File: src/rtl/cacheline_adaptor.sv
`default_nettype none
// ============================================================================
//  Module      : cacheline_adaptor
//  Description : Bridges a line-wide cache request interface to a burst-based
//                physical memory interface. A line read is assembled from
//                num_beats memory beats; a line write is split into num_beats
//                beats. Each beat advances only when memory acknowledges it
//                with resp_i.
//
//  Ports
//    clk        : clock, all state updates on the rising edge
//    rst        : synchronous active-high reset
//    line_i     : write line from the cache
//    line_o     : assembled read line returned to the cache
//    address_i  : request address from the cache
//    read_i     : line read request (held until resp_o)
//    write_i    : line write request (held until resp_o), wins over read_i
//    resp_o     : single-cycle completion pulse to the cache
//    burst_i    : read beat from memory
//    burst_o    : write beat to memory
//    address_o  : line-aligned burst address to memory
//    read_o     : burst read request to memory
//    write_o    : burst write request to memory
//    resp_i     : per-beat acknowledge from memory
//
//  Revision    : 1.0 - initial release
// ============================================================================
module cacheline_adaptor #(
    parameter int s_line    = 256,
    parameter int s_burst   = 64,
    parameter int num_beats = s_line / s_burst
) (
    input  logic               clk,
    input  logic               rst,
    input  logic [s_line-1:0]  line_i,
    output logic [s_line-1:0]  line_o,
    input  logic [31:0]        address_i,
    input  logic               read_i,
    input  logic               write_i,
    output logic               resp_o,
    input  logic [s_burst-1:0] burst_i,
    output logic [s_burst-1:0] burst_o,
    output logic [31:0]        address_o,
    output logic               read_o,
    output logic               write_o,
    input  logic               resp_i
);

    localparam int c_cnt_w = (num_beats > 1) ? $clog2(num_beats) : 1;

    localparam logic [2:0] c_st_idle       = 3'd0;
    localparam logic [2:0] c_st_read       = 3'd1;
    localparam logic [2:0] c_st_read_done  = 3'd2;
    localparam logic [2:0] c_st_write      = 3'd3;
    localparam logic [2:0] c_st_write_done = 3'd4;

    localparam logic [c_cnt_w-1:0] c_last_beat = c_cnt_w'(num_beats - 1);

    // Memory bursts are always issued from a 32-byte aligned address.
    localparam logic [31:0] c_addr_mask = 32'hFFFF_FFE0;

    logic [2:0]         r_state;
    logic [c_cnt_w-1:0] r_cnt;
    logic [31:0]        r_address;
    logic [s_line-1:0]  r_line;
    logic [s_line-1:0]  r_wline;
    logic [s_burst-1:0] w_wbeat;

    // Select the write beat addressed by the beat counter.
    always_comb begin
        w_wbeat = '0;
        for (int k = 0; k < num_beats; k++) begin
            if (r_cnt == c_cnt_w'(k)) begin
                w_wbeat = r_wline[k*s_burst +: s_burst];
            end
        end
    end

    always_ff @(posedge clk) begin
        if (rst) begin
            r_state   <= c_st_idle;
            r_cnt     <= '0;
            r_address <= '0;
            r_line    <= '0;
            r_wline   <= '0;
        end else begin
            case (r_state)
                c_st_idle: begin
                    if (write_i) begin
                        r_address <= address_i & c_addr_mask;
                        r_wline   <= line_i;
                        r_cnt     <= '0;
                        r_state   <= c_st_write;
                    end else if (read_i) begin
                        r_address <= address_i & c_addr_mask;
                        r_cnt     <= '0;
                        r_state   <= c_st_read;
                    end
                end

                c_st_read: begin
                    if (resp_i) begin
                        for (int k = 0; k < num_beats; k++) begin
                            if (r_cnt == c_cnt_w'(k)) begin
                                r_line[k*s_burst +: s_burst] <= burst_i;
                            end
                        end
                        // Counter holds on the final beat so it never wraps.
                        if (r_cnt == c_last_beat) begin
                            r_state <= c_st_read_done;
                        end else begin
                            r_cnt <= r_cnt + 1'b1;
                        end
                    end
                end

                c_st_write: begin
                    if (resp_i) begin
                        if (r_cnt == c_last_beat) begin
                            r_state <= c_st_write_done;
                        end else begin
                            r_cnt <= r_cnt + 1'b1;
                        end
                    end
                end

                c_st_read_done:  r_state <= c_st_idle;
                c_st_write_done: r_state <= c_st_idle;
                default:         r_state <= c_st_idle;
            endcase
        end
    end

    // Outputs are forced quiet while reset is asserted so they are defined
    // even before the first reset edge has loaded the state register.
    assign read_o    = !rst && (r_state == c_st_read);
    assign write_o   = !rst && (r_state == c_st_write);
    assign resp_o    = !rst && ((r_state == c_st_read_done) || (r_state == c_st_write_done));
    assign burst_o   = write_o ? w_wbeat : '0;
    assign address_o = r_address;
    assign line_o    = r_line;

endmodule
`default_nettype wire

File: config.mk
export PLATFORM = sky130hd
export DESIGN_NAME = cacheline_adaptor
export DESIGN_NICKNAME = d
export VERILOG_FILES = /design/src/rtl/cacheline_adaptor.sv
export SDC_FILE = /design/constraint.sdc
export NUM_CORES = 1
export LEC_CHECK = 0
export ABC_AREA = 1
export ABC_CLOCK_PERIOD_IN_PS = 1600
export CAP_MARGIN = 20
export CELL_PAD_IN_SITES_DETAIL_PLACEMENT = 1
export CELL_PAD_IN_SITES_GLOBAL_PLACEMENT = 1
export CORE_MARGIN = 5
export CORE_UTILIZATION = 29
export CTS_CLUSTER_SIZE = 12
export DETAILED_ROUTE_END_ITERATION = 6
export PLACE_DENSITY_LB_ADDON = 0.12
export SYNTH_ARGS = -nofsm -noshare
export SYNTH_HDL_FRONTEND = slang
export SYNTH_SLANG_ARGS = --single-unit
File: constraint.sdc
create_clock -name clk -period 1.6 [get_ports clk]
set_clock_uncertainty 0.15 [all_clocks]
set_input_delay 0.16 -clock clk [delete_from_list [all_inputs] [get_ports clk]]
set_output_delay 0.16 -clock clk [all_outputs]
set_load 0.005 [all_outputs]
==> run metrics <==
Cell Pwr Density=1040 mW/mm^2; Fin Hold WS=19.7 ps; count of input and output buffers=701; clock sink count=544; share of cells above drive strength 1=15.8%; min-delay src=line_i[152]; worst skew pair latency=600 ps; final weighted congestion in routability-driven placement=0.817; DR DRC count=0; CTS tree=done; Post-Syn Area=0.0235 sq mm; peak supply drop=0.771 mV; Routed WL per cell=20.0 um; leak pwr=16.4 nW; ranking of synthesized cells by area=dfxtp_1 46%, nand2_1 19%, nor2_1 13%; Final nets=4895; dominant synthesized flop cell=dfxtp_1; routed metal-1 wirelength=47600 um; Critical Path RT=1290 ps; Setup crit start kind=flop; Worst Hold Endpoint=r_wline[152]$_SDFFE_PP0P_; post-layout minimum cycle time=2510 ps; Worst Tran Pin Value=832 ps; CP max stage cell=dfxtp_2; Inserted Clock Buffers=67; Reg clk slew, reported paths=60 ps; pin count of the biggest net entering global routing=157; Initial Util=29.2%; Seq/Total Area, Yosys=46.3%; mux cell area share after synthesis=0%; flop-to-flop setup slack=-690 ps; endpoint class of the critical path=output port; Area Growth Syn to Fin=67.5%; #FFs+latches synth=544; CP max stage delay=340 ps; Yosys top cell area share=46.3%; GR Util All Layers=23.8%; post-synthesis simple-gate area fraction=38.3%; global route total overflow=0; final-report hold violation count=0; DR top layer=met5; adder and majority cell fraction of the synthesized area=0.213%; Synth Warn #=0; setup slack after layout=-912 ps; met2 routed WL=54800 um; DRT iter0 DRCs=1244; WS Path Type=reg2out; # IOs=712; htree depth=3; max-slew violations=0; area leader, netlist=dfxtp_1; top post-synthesis cells by count=1194 x nand2_1, 839 x nor2_1, 544 x dfxtp_1; first-pass detailed-route iteration total=5; count leader, synth=nand2_1; worst-path maximum fanout=5; global-route wire length before repair=161000 um; Worst EP arrival=2200 ps; clk buf depth=3; row count=104; fraction of registers with async set/reset=0%; end of the worst register-to-register path=line_o[239]$_SDFFE_PP0P_; vias in the first global route=26373; vias per cell=4.64; antenna-violating nets left=0; WL final=113000 um; die width=295 um; Die Y=295 um; max_cap viols=0; Via Count=26262; max_slew headroom=44.6%; worst reg2reg path depth=15; hold path cells=3; Met3 Routed Length=6390 um; unrepaired setup endpoints after global routing=yes; R2R Path Start=r_cnt[1]$_SDFFE_PP0P_; post-DP HPWL=75300 um; Yosys cell types=19; largest family of logic cells by synthesized area=simple AND/OR/NAND/NOR gates; mean post-synth cell area=6.58 sq um; compound-gate portion of the synthesized area=6.14%; EDFF count, synth=0; status=complete, but fails checks; Synth Area in XOR/XNOR=0%; clk root buf=clkbuf_16; die area=0.0869 sq mm; Fmax=398 MHz; crit-path cells=buf_6 -> ha_4 -> buf_12 -> buf_12 -> buf_16 -> a21oi_2 -> nand2_1 -> a21oi_2 -> nor2_2 -> buf_2; Syn Inst Count=3578; Tightest Hold Check Type=in2reg; core area=0.0805 sq mm; initial antenna violation count=22; Final period util=157%; failing checks=negative setup slack; Final setup viols=871; setup TNS=-220190 ps
[stage by stage]
stage | power [mW] | cells | util [%] | setup slack [ps] | instance area, sq um
final | 40.9 | 5664 | 48.9 | -912 | 39400
after global routing | 42.9 | 5650 | 48.9 | -1010 | 39400
after CTS | 40.6 | 5613 | 47.4 | -1010 | 38200
after detailed placement | 23.7 | 5260 | 40.7 | -724 | 32800
after global placement | 23.6 | 5260 | 40.7 | -706 | 32800
after floorplan | 19.6 | 3582 | - | 0.220 | 23600
[routing by layer]
metal,global-route usage (%),vias to the layer above
met4,8.54,6
met3,5.15,194
met2,41.1,619
li1,-,13021
met5,0,-
met1,29.4,12422
[critical path: cells and delay by family (launching register included)]
kind	cells	cell delay (ps)
AO/OA/AOI/OAI	2	250
flip-flops	1	340
buffers and inverters	5	670
adder cells (fa/ha/maj)	1	170
AND/OR/NAND/NOR	2	170
[report_power, final]
group,switching [mW],internal (mW)
combinational,5.60,5.16
clock,6.20,8.79
sequential,0.553,14.6
[registers in the layout (all words and copies together), names as in the netlist]
signal,flops
r_state,3
address_o,27
line_o,256
r_wline,256
r_cnt,2
[placed cells by master (no fill, tap or decap), types with 13 or more instances in the layout]
master / count
inv_1: 196
buf_4: 129
nor2_2: 29
buf_16: 29
dlygate4sd3_1: 174
nand2_4: 13
nand3_1: 59
buf_12: 73
clkbuf_1: 17
a21oi_1: 173
buf_2: 53
a21oi_2: 101
a21oi_4: 13
nand2_1: 1101
nand4_1: 156
clkbuf_16: 87
clkdlybuf4s50_1: 632
diode_2: 26
nor2_1: 802
buf_6: 38
dfxtp_1: 539
nor2_4: 14
nand2_2: 80
[worst max path at each step]
| stage | start | end | slack (ps) | cells after the start |
|---|---|---|---|---|
| 6_report | r_cnt[1]$_SDFFE_PP0P_ | burst_o[50] | -910 | 10 |
| 5_1_grt | r_cnt[0]$_SDFFE_PP0P_ | burst_o[50] | -1010 | 10 |
| 4_1_cts | r_cnt[1]$_SDFFE_PP0P_ | burst_o[17] | -1010 | 10 |
| 3_5_place_dp | r_cnt[1]$_SDFFE_PP0P_ | burst_o[46] | -720 | 9 |
| 3_3_place_gp | r_cnt[1]$_SDFFE_PP0P_ | burst_o[44] | -710 | 9 |
| 2_1_floorplan | r_cnt[1]$_SDFFE_PP0P_ | burst_o[33] | 0.2 | 8 |
[area by class of cell]
cell class              instances  area [sq um]
diodes                         26          65.1
clock buffers                  93          1860
clock inverters                20           241
fillers                      9840         41100
inverters                     202           783
multi-input cells            2564         11700
flip-flops and latches        544         10900
well taps                    1060          1330
repair buffers               1155         12600
[what timing repair did]
| item | CTS | global route |
|---|---|---|
| pin swaps | 103 | 99 |
| endpoints found under the hold margin | 188 | 0 |
| setup endpoints to repair | 894 | 894 |
| buffers inserted | 45 | 10 |
| cloned | 21 | 22 |
| hold buffers | 174 | 0 |
| gates resized for setup | 480 | 209 |
[cell families after synthesis]
kind of cell,after synthesis
flip-flops,544
adder cells (fa/ha/maj),4
AND/OR/NAND/NOR,2267
other,1
buffers and inverters,474
AO/OA/AOI/OAI,288
No activity file was read; power rests on OpenSTA's default activity.
